File: src/rtl/weight_buffer_pkg.sv
// Shared definitions for the weight buffer loader and the matching buffer reader.
// Holds the derived geometry helpers (total words, line count, address and data
// port widths) and the loader FSM state encoding.
package weight_buffer_pkg;

  // Loader sequencing: wait for start, stream words, issue the last line, pulse done.
  typedef enum logic [1:0] {
    IDLE  = 2'd0,
    LOAD  = 2'd1,
    FLUSH = 2'd2,
    DONE  = 2'd3
  } state_e;

  // Number of weight words in a featureLen x featureLen matrix.
  function automatic int total_words(input int feature_len);
    return feature_len * feature_len;
  endfunction

  // Buffer lines needed, rounding up so a partial final line still gets a row.
  function automatic int rows(input int feature_len, input int psys);
    return (total_words(feature_len) + psys - 1) / psys;
  endfunction

  // Line address width; kept at least one bit so a single-line buffer still has a port.
  function automatic int address_width(input int feature_len, input int psys);
    int r;
    r = rows(feature_len, psys);
    return (r > 1) ? $clog2(r) : 1;
  endfunction

  // Width of one packed buffer line.
  function automatic int dataport_width(input int data_width, input int psys);
    return data_width * psys;
  endfunction

  // Width of the lane index inside a line.
  function automatic int lane_width(input int psys);
    return (psys > 1) ? $clog2(psys) : 1;
  endfunction

endpackage

File: src/rtl/wb_line_packer.sv
// Line packer for the weight buffer loader.
// Collects stream words into one buffer line, one lane per word.
// Ports:
//   clk, rst : clock and asynchronous active-low reset
//   insert   : write data into lane 'lane' this cycle
//   lane     : destination lane of the incoming word
//   data     : incoming word
//   clear    : empty the line register at the next edge (takes priority over insert)
//   line     : current line contents with this cycle's word already merged in
module wb_line_packer
  import weight_buffer_pkg::*;
#(
  parameter int dataWidth = 32,
  parameter int psys      = 24,
  localparam int laneWidth = lane_width(psys),
  localparam int lineWidth = dataport_width(dataWidth, psys)
) (
  input  logic                 clk,
  input  logic                 rst,
  input  logic                 insert,
  input  logic [laneWidth-1:0] lane,
  input  logic [dataWidth-1:0] data,
  input  logic                 clear,
  output logic [lineWidth-1:0] line
);

  logic [lineWidth-1:0] pack_q;

  // The merged view lets the loader capture a completed line on the same edge that
  // accepts its last word, which is what gives the one-cycle write latency.
  always_comb begin
    line = pack_q;
    for (int k = 0; k < psys; k++) begin
      if (insert && (lane == laneWidth'(k))) begin
        line[k*dataWidth +: dataWidth] = data;
      end
    end
  end

  // Clearing after every completed line keeps lanes that a partial final line
  // never touches at zero, so no separate masking is needed.
  always_ff @(posedge clk or negedge rst) begin
    if (!rst) begin
      pack_q <= '0;
    end else if (clear) begin
      pack_q <= '0;
    end else begin
      pack_q <= line;
    end
  end

endmodule

File: src/rtl/weight_buffer_loader.sv
// Weight buffer loader.
// Packs a word-serial weight stream into psys-word lines and writes them to the
// weight buffer at addresses 0..ROWS-1, then pulses done once the whole
// featureLen x featureLen matrix is stored.
// Ports:
//   clk, rst        : clock and asynchronous active-low reset
//   start, abort    : begin a load (IDLE only) / cancel a load in progress
//   s_valid, s_data : incoming weight stream; s_ready marks acceptance
//   wb_wren         : one-cycle buffer write strobe
//   wb_addr, wb_din : line address and packed line, held between writes
//   busy, done      : load in progress / one-cycle completion pulse
module weight_buffer_loader
  import weight_buffer_pkg::*;
#(
  parameter int dataWidth  = 32,
  parameter int featureLen = 256,
  parameter int psys       = 24,
  localparam int TOTAL_WORDS   = total_words(featureLen),
  localparam int ROWS          = rows(featureLen, psys),
  localparam int addressWidth  = address_width(featureLen, psys),
  localparam int dataportWidth = dataport_width(dataWidth, psys)
) (
  input  logic                     clk,
  input  logic                     rst,
  input  logic                     start,
  input  logic                     abort,
  input  logic                     s_valid,
  input  logic [dataWidth-1:0]     s_data,
  output logic                     s_ready,
  output logic                     wb_wren,
  output logic [addressWidth-1:0]  wb_addr,
  output logic [dataportWidth-1:0] wb_din,
  output logic                     busy,
  output logic                     done
);

  localparam int LANE_W = lane_width(psys);
  localparam int CNT_W  = $clog2(TOTAL_WORDS + 1);

  state_e                   state_q, state_d;
  logic [LANE_W-1:0]        lane_q;
  logic [addressWidth-1:0]  row_q;
  logic [CNT_W-1:0]         words_q;
  logic [dataportWidth-1:0] line_next;
  logic                     accept, last_word, line_done, restart, pack_clear;

  // An abort in the same cycle as a beat drops the beat, so nothing from that
  // cycle can reach the write port.
  assign accept     = s_valid && (state_q == LOAD) && !abort;
  assign last_word  = (words_q == CNT_W'(TOTAL_WORDS - 1));
  assign line_done  = accept && ((lane_q == LANE_W'(psys - 1)) || last_word);
  assign restart    = (state_q == IDLE) && start && !abort;
  assign pack_clear = line_done || restart || abort;

  // All status outputs decode straight from the state register.
  assign s_ready = (state_q == LOAD);
  assign busy    = (state_q == LOAD) || (state_q == FLUSH);
  assign done    = (state_q == DONE);

  wb_line_packer #(
    .dataWidth (dataWidth),
    .psys      (psys)
  ) u_packer (
    .clk    (clk),
    .rst    (rst),
    .insert (accept),
    .lane   (lane_q),
    .data   (s_data),
    .clear  (pack_clear),
    .line   (line_next)
  );

  // State register.
  always_ff @(posedge clk or negedge rst) begin
    if (!rst) begin
      state_q <= IDLE;
    end else begin
      state_q <= state_d;
    end
  end

  // FLUSH lasts exactly the cycle the final line write is on the port, so DONE
  // follows it and busy drops as done rises.
  always_comb begin
    state_d = state_q;
    unique case (state_q)
      IDLE:    if (start && !abort) state_d = LOAD;
      LOAD: begin
        if (abort) begin
          state_d = IDLE;
        end else if (line_done && last_word) begin
          state_d = FLUSH;
        end
      end
      FLUSH: begin
        if (abort) begin
          state_d = IDLE;
        end else if (wb_wren) begin
          state_d = DONE;
        end
      end
      DONE:    state_d = IDLE;
      default: state_d = IDLE;
    endcase
  end

  // Lane, row and word counters. Row stops at the last line so the address
  // never wraps even though the final line completes without a full lane count.
  always_ff @(posedge clk or negedge rst) begin
    if (!rst) begin
      lane_q  <= '0;
      row_q   <= '0;
      words_q <= '0;
    end else if (restart || abort) begin
      lane_q  <= '0;
      row_q   <= '0;
      words_q <= '0;
    end else if (accept) begin
      words_q <= words_q + CNT_W'(1);
      if (line_done) begin
        lane_q <= '0;
        if (row_q != addressWidth'(ROWS - 1)) begin
          row_q <= row_q + addressWidth'(1);
        end
      end else begin
        lane_q <= lane_q + LANE_W'(1);
      end
    end
  end

  // Write port registers: strobe for one cycle after a line completes, and
  // hold address and data otherwise so the buffer side sees stable values.
  always_ff @(posedge clk or negedge rst) begin
    if (!rst) begin
      wb_wren <= 1'b0;
      wb_addr <= '0;
      wb_din  <= '0;
    end else begin
      wb_wren <= line_done;
      if (line_done) begin
        wb_addr <= row_q;
        wb_din  <= line_next;
      end
    end
  end

endmodule

File: config.mk
export PLATFORM = sky130hd
export DESIGN_NAME = weight_buffer_loader
export DESIGN_NICKNAME = d
export VERILOG_FILES = /design/src/rtl/weight_buffer_pkg.sv /design/src/rtl/wb_line_packer.sv /design/src/rtl/weight_buffer_loader.sv
export SDC_FILE = /design/constraint.sdc
export NUM_CORES = 2
export LEC_CHECK = 0
export CORE_MARGIN = 3
export CORE_UTILIZATION = 40
export DETAILED_ROUTE_END_ITERATION = 10
export PLACE_DENSITY = 0.62
export SLEW_MARGIN = 0
export SYNTH_ARGS = -nofsm -noshare
export SYNTH_HDL_FRONTEND = slang
export SYNTH_HIERARCHICAL = 1
export SYNTH_SLANG_ARGS = --single-unit
export TNS_END_PERCENT = 10
File: constraint.sdc
create_clock -name clk -period 5.65 [get_ports clk]
set_clock_uncertainty 0.2 [all_clocks]
set_input_delay 1.13 -clock clk [delete_from_list [all_inputs] [get_ports clk]]
set_output_delay 1.13 -clock clk [all_outputs]
set_load 0.03 [all_outputs]
* Word-level counts from Yosys, hierarchy flattened *
Index checks and enable logic that the tools add are counted.

storage, ports and cells
  register bits = 1585
  bits of input ports = 37
  output and inout port bits = 784
  word-level logic and storage cells = 126

operators by class
  $add $sub $neg = 3
  equal/unequal tests = 31
  muxes and demuxes = 40
  reduce and logical (&&, ||, !) cells = 44

operators by type and width
  cell                                              count
  two-way mux 32 bit                                24
  two-way mux 768 bit                               1
  two-way mux 12 bit                                4
  == test 5 x 4 -> 1 bit (second input constant)    8
  == test 5 bit (second input constant)             8
  two-way mux 17 bit                                2
  logical AND 1 bit                                 31
  == test 5 x 3 -> 1 bit (second input constant)    4
  adder 17 x 1 -> 17 bit (second input constant)    1
  == test 17 x 16 -> 1 bit (second input constant)  1
  two-way mux 5 bit                                 3
  adder 12 x 1 -> 12 bit (second input constant)    1
  != test 12 bit (second input constant)            1
  == test 5 x 2 -> 1 bit (second input constant)    2
  two-way mux 2 bit                                 5
  case mux 2 bit (4 select lines)                   1
  AND reduction 3 bit                               2
  nonzero test 2 bit                                3
  adder 5 x 1 -> 5 bit (second input constant)      1
  == test 5 x 1 -> 1 bit (second input constant)    1
  logical NOT 5 bit                                 1
  logical OR 1 bit                                  5
  == test 2 bit (second input constant)             2
  != test 3 x 2 -> 1 bit (second input constant)    1
  other kinds (5)                                   5

* Longest topological paths before layout *
  depth in word-level cells = 8
  gate-level depth with buffers = 16
  gate-level depth less buffers = 9

* Cells and area by module *
The synthesis kept the hierarchy.

by module, submodules not included
  module                instances  cells each  area an instance (µm²)  sequential area each (µm²)
  wb_line_packer        1          3519        42400.7                 19218.4
  weight_buffer_loader  1          3528        31169.9                 20444.6

* Least setup slack after synthesis *
No wires, ideal clock.

  path type = input port to flip-flop
  start point = input abort
  end point = register u_packer.pack_q[130]
  library setup time = 0.146 ns
  arrival = 3.292 ns
  data required time = 5.304 ns
  setup slack = 2.012 ns
  stages = 13
  path buffers = 7
  path through = nand3b_4 > inv_2 > o21ai_1 > buf_2 > buf_2 > buf_2 > nand2_1 > buf_2 > clkbuf_1 > clkbuf_1 > nand2b_1 > clkbuf_1 > mux2i_1

on the way
  cells in the longest elaborated chain, start to end = 6
  elaborated cells between the ends (all ways) = 9
  those cells by class = mux: 2; reduce/logical: 7

ends and longest elaborated chain
  item                            line                        RTL
  from (decl)                     weight_buffer_loader.sv:26  input logic abort,
  logical NOT 1 bit               weight_buffer_loader.sv:49  assign accept = s_valid && (state_q == LOAD) && !abort;
  logical AND 1 bit               weight_buffer_loader.sv:49
  named net accept                weight_buffer_loader.sv:45  logic accept, last_word, line_done, restart, pack_clear;
  logical AND 1 bit               weight_buffer_loader.sv:51  assign line_done = accept && ((lane_q == LANE_W'(psys - 1)) || last_word);
  logical OR 1 bit (2 in series)  weight_buffer_loader.sv:53  assign pack_clear = line_done || restart || abort;
  named net pack_clear            weight_buffer_loader.sv:45
  two-way mux 768 bit             wb_line_packer.sv:45        end else if (clear) begin
  to (signal assigned)            wb_line_packer.sv:48        pack_q <= line;
  to (decl)                       wb_line_packer.sv:27        logic [lineWidth-1:0] pack_q;

The timed path passes the listed nets, and every way through them passes these cells.
A chain may end at the register's enable or synchronous reset.

* Worst setup path after layout *
  start point = input abort
  end point = register u_packer.pack_q[365]

Same word-level chain as after synthesis.

==> reports/metrics.cfg <==
[placement]
io_buffers=820
hpwl_um=170000
gp_congestion=0.850

[routing]
num_vias=54000
vias_per_cell=5.27
detail_route.iter0.violations=4597
totalWireLength_um=268000
wl_per_cell_um=26.2
antenna_left=0
drt_pass1_iterations=5
post-route-drc-count=0

[clock_network]
cts-root-buf=clkbuf_16
htreeDepth=4
clk_path_buf_depth=3
cts_hold_buffers=0
cts_buffers=176
cts_num_sinks=1585
clk_latency_ns=0.83
cts_setup_buffers=0
path_clk_slew_ns=0.06
cts_resized=0
cts_tree=yes

[synthesis]
netlist_instances=7047
syn-num-nets=7094
ys_seq_elements=1585
syn_avg_cell_area_sq_um=10.4
yosysWarnings=6
synth_top_area_share_pct=53.9
yosys.area.top_type=dfrtp_1
ys_seq_area_share_pct=53.9
ys.flop_type=dfrtp_1
synth_enable_flop_cells=0
syn_area_sq_um=73600
synthArstFlopShare_pct=100
synth_cell_type_count=51
synth.area.top_cells=dfrtp_1 (54%), nand2_1 (12%), mux2_2 (11%), mux2i_1 (10%), nand2b_1 (6.8%)

[critical_path]
worstPathMaxFanout=85
end_kind=flip-flop
worstSetupStartpointType=primary input
r2r_cells=11
rr_endpoint=u_packer/pack_q[365]
required_ns=6.13
r2r_setup_slack_ns=1.60
r2r_start=words_q[6]
critPathKind=primary input to flip-flop
critPathArrivalTime_ns=4.59

[grt]
grt_max_degree=189
antenna_found_initial=31
grt_usage_pct=27.8
first_global_vias=54600
overflow=0
grt_first_pass_wirelength_um=389000

[floorplanning]
die_y_um=435
core_sq_um=182000
start_util_pct=40.5
fp.dieW_um=435
fp-row-count=156
ios=821
dieArea_sq_um=189000

[sta]
finalCriticalPeriod_ns=4.12
slew_headroom_pct=18.8
hold_violations=0
rsz0062_at_grt=no
max_freq_ghz=0.243
setup_tns_ns=0
finalCritPeriodShare_pct=72.8
setup_viol=0
drv_slew=0
worstMarginPinSlew_ns=1.22

[flow_run]
maxCapViolCount=0

[final_layout]
final_common_cell=nand2_1
areaGrowthSynthToFinish_pct=22.6
nets=7691
drive_gt1_share_pct=16.3
fillCellCount=16500
utilization_pct=49.6
final_cell_mix=nand2_1 (2360), dfrtp_1 (1585), clkdlybuf4s50_1 (787), nand2b_1 (771), mux2i_1 (770)

[pwr]
leakage_nw=48.9
power_frac_seq_pct=45.3
p_switching_mw=6.45
vdd.ir_drop.worst_mv=0.200
clockPowerShare_pct=46.5
cellPowerDensity_nw_per_um2=279
internal_power_mw=18.8
sw_frac_of_total_pct=25.6
power_frac_comb_pct=8.2

[min_path]
hold_path.class=primary input to asynchronous set/reset pin

[status]
run_status=complete, no violations

[power groups by stage]
stage | clock (mW) | sequential, mW | combinational, mW
after detailed placement | 0 | 11.6 | 2.08
after floorplan | 0 | 11.6 | 0.969
after global placement | 0 | 11.6 | 2.06
after global routing | 12.4 | 11.4 | 2.15
after CTS | 12.0 | 11.4 | 2.08
final | 11.7 | 11.4 | 2.06
[cell type report]
cell class / count / area, sq um / area share (%)
clock inverter: 51 / 668 / 0.741
inverter: 11 / 48.8 / 0.0541
antenna: 7 / 17.5 / 0.0194
multi-input combinational: 4888 / 31800 / 35.2
sequential: 1585 / 39700 / 44.0
clock buffer: 270 / 5210 / 5.78
tap: 2449 / 3060 / 3.40
timing repair buffer: 982 / 9770 / 10.8
[metal layers]
metal / vias to the layer above / wire (um) / track usage (%)
met3: 478 / 14400 / 4.41
met4: 0 / 15400 / 14.5
li1: 23900 / - / -
met1: 27900 / 109000 / 35.1
met2: 1693 / 130000 / 45.9
met5: - / 0 / 0
[worst max path at each step]
stage / start / to
6_report: abort / u_packer/pack_q[365]
5_1_grt: words_q[6] / u_packer/pack_q[621]
4_1_cts: words_q[6] / u_packer/pack_q[621]
3_5_place_dp: abort / u_packer/pack_q[301]
3_3_place_gp: abort / u_packer/pack_q[365]
2_1_floorplan: abort / u_packer/pack_q[130]
[synth_stat cells (all sizes together) (8+ instances only)]
library cell	instances
nand2	2373
dfrtp	1585
nand2b	803
mux2i	770
mux2	768
clkbuf	323
buf	240
a21oi	22
nand3	22
nor2	21
o21ai	12
inv	11
ha	10
or4	8
[per-stage QoR]
step / std cells / setup WS (ns) / area, sq um / power (mW) / hold slack, ns
3_3_place_gp: 9915 / 0.809 / 84300 / 13.7 / 0.259
5_1_grt: 10200 / 1.33 / 90200 / 26.0 / 0.111
4_1_cts: 10200 / 1.62 / 90200 / 25.5 / 0.0906
6_report: 10200 / 1.53 / 90200 / 25.2 / 0.0996
3_5_place_dp: 9915 / 0.736 / 84300 / 13.7 / 0.261
2_1_floorplan: 7047 / 2.01 / 73600 / 12.6 / 0.276
[flip-flops by register name, summed over array words and instances, names as in the netlist]
register and flops:
wb_wren 1, words_q 17, lane_q 5, wb_addr 12, row_q 12, u_packer/pack_q 768
state_q 2, wb_din 768
[critical path, cell delays in order]
cell	delay [ns]
clkdlybuf4s50_1	0.57
nand3b_4	0.39
inv_2	0.34
o21ai_4	0.13
nand2_4	0.11
buf_4	0.41
buf_4	0.68
nand2b_2	0.26
buf_4	0.34
mux2i_1	0.13
[kinds of logic after synthesis]
group | after synthesis | share of synthesized area, %
adder cells (fa/ha/maj) | 10 | 0.170
flip-flops | 1585 | 53.9
XOR/XNOR | 9 | 0.107
AO/OA/AOI/OAI | 55 | 0.461
AND/OR/NAND/NOR | 3276 | 19.8
buffers and inverters | 574 | 3.32
multiplexers | 1538 | 22.2
(Power assumes the default switching activity.)
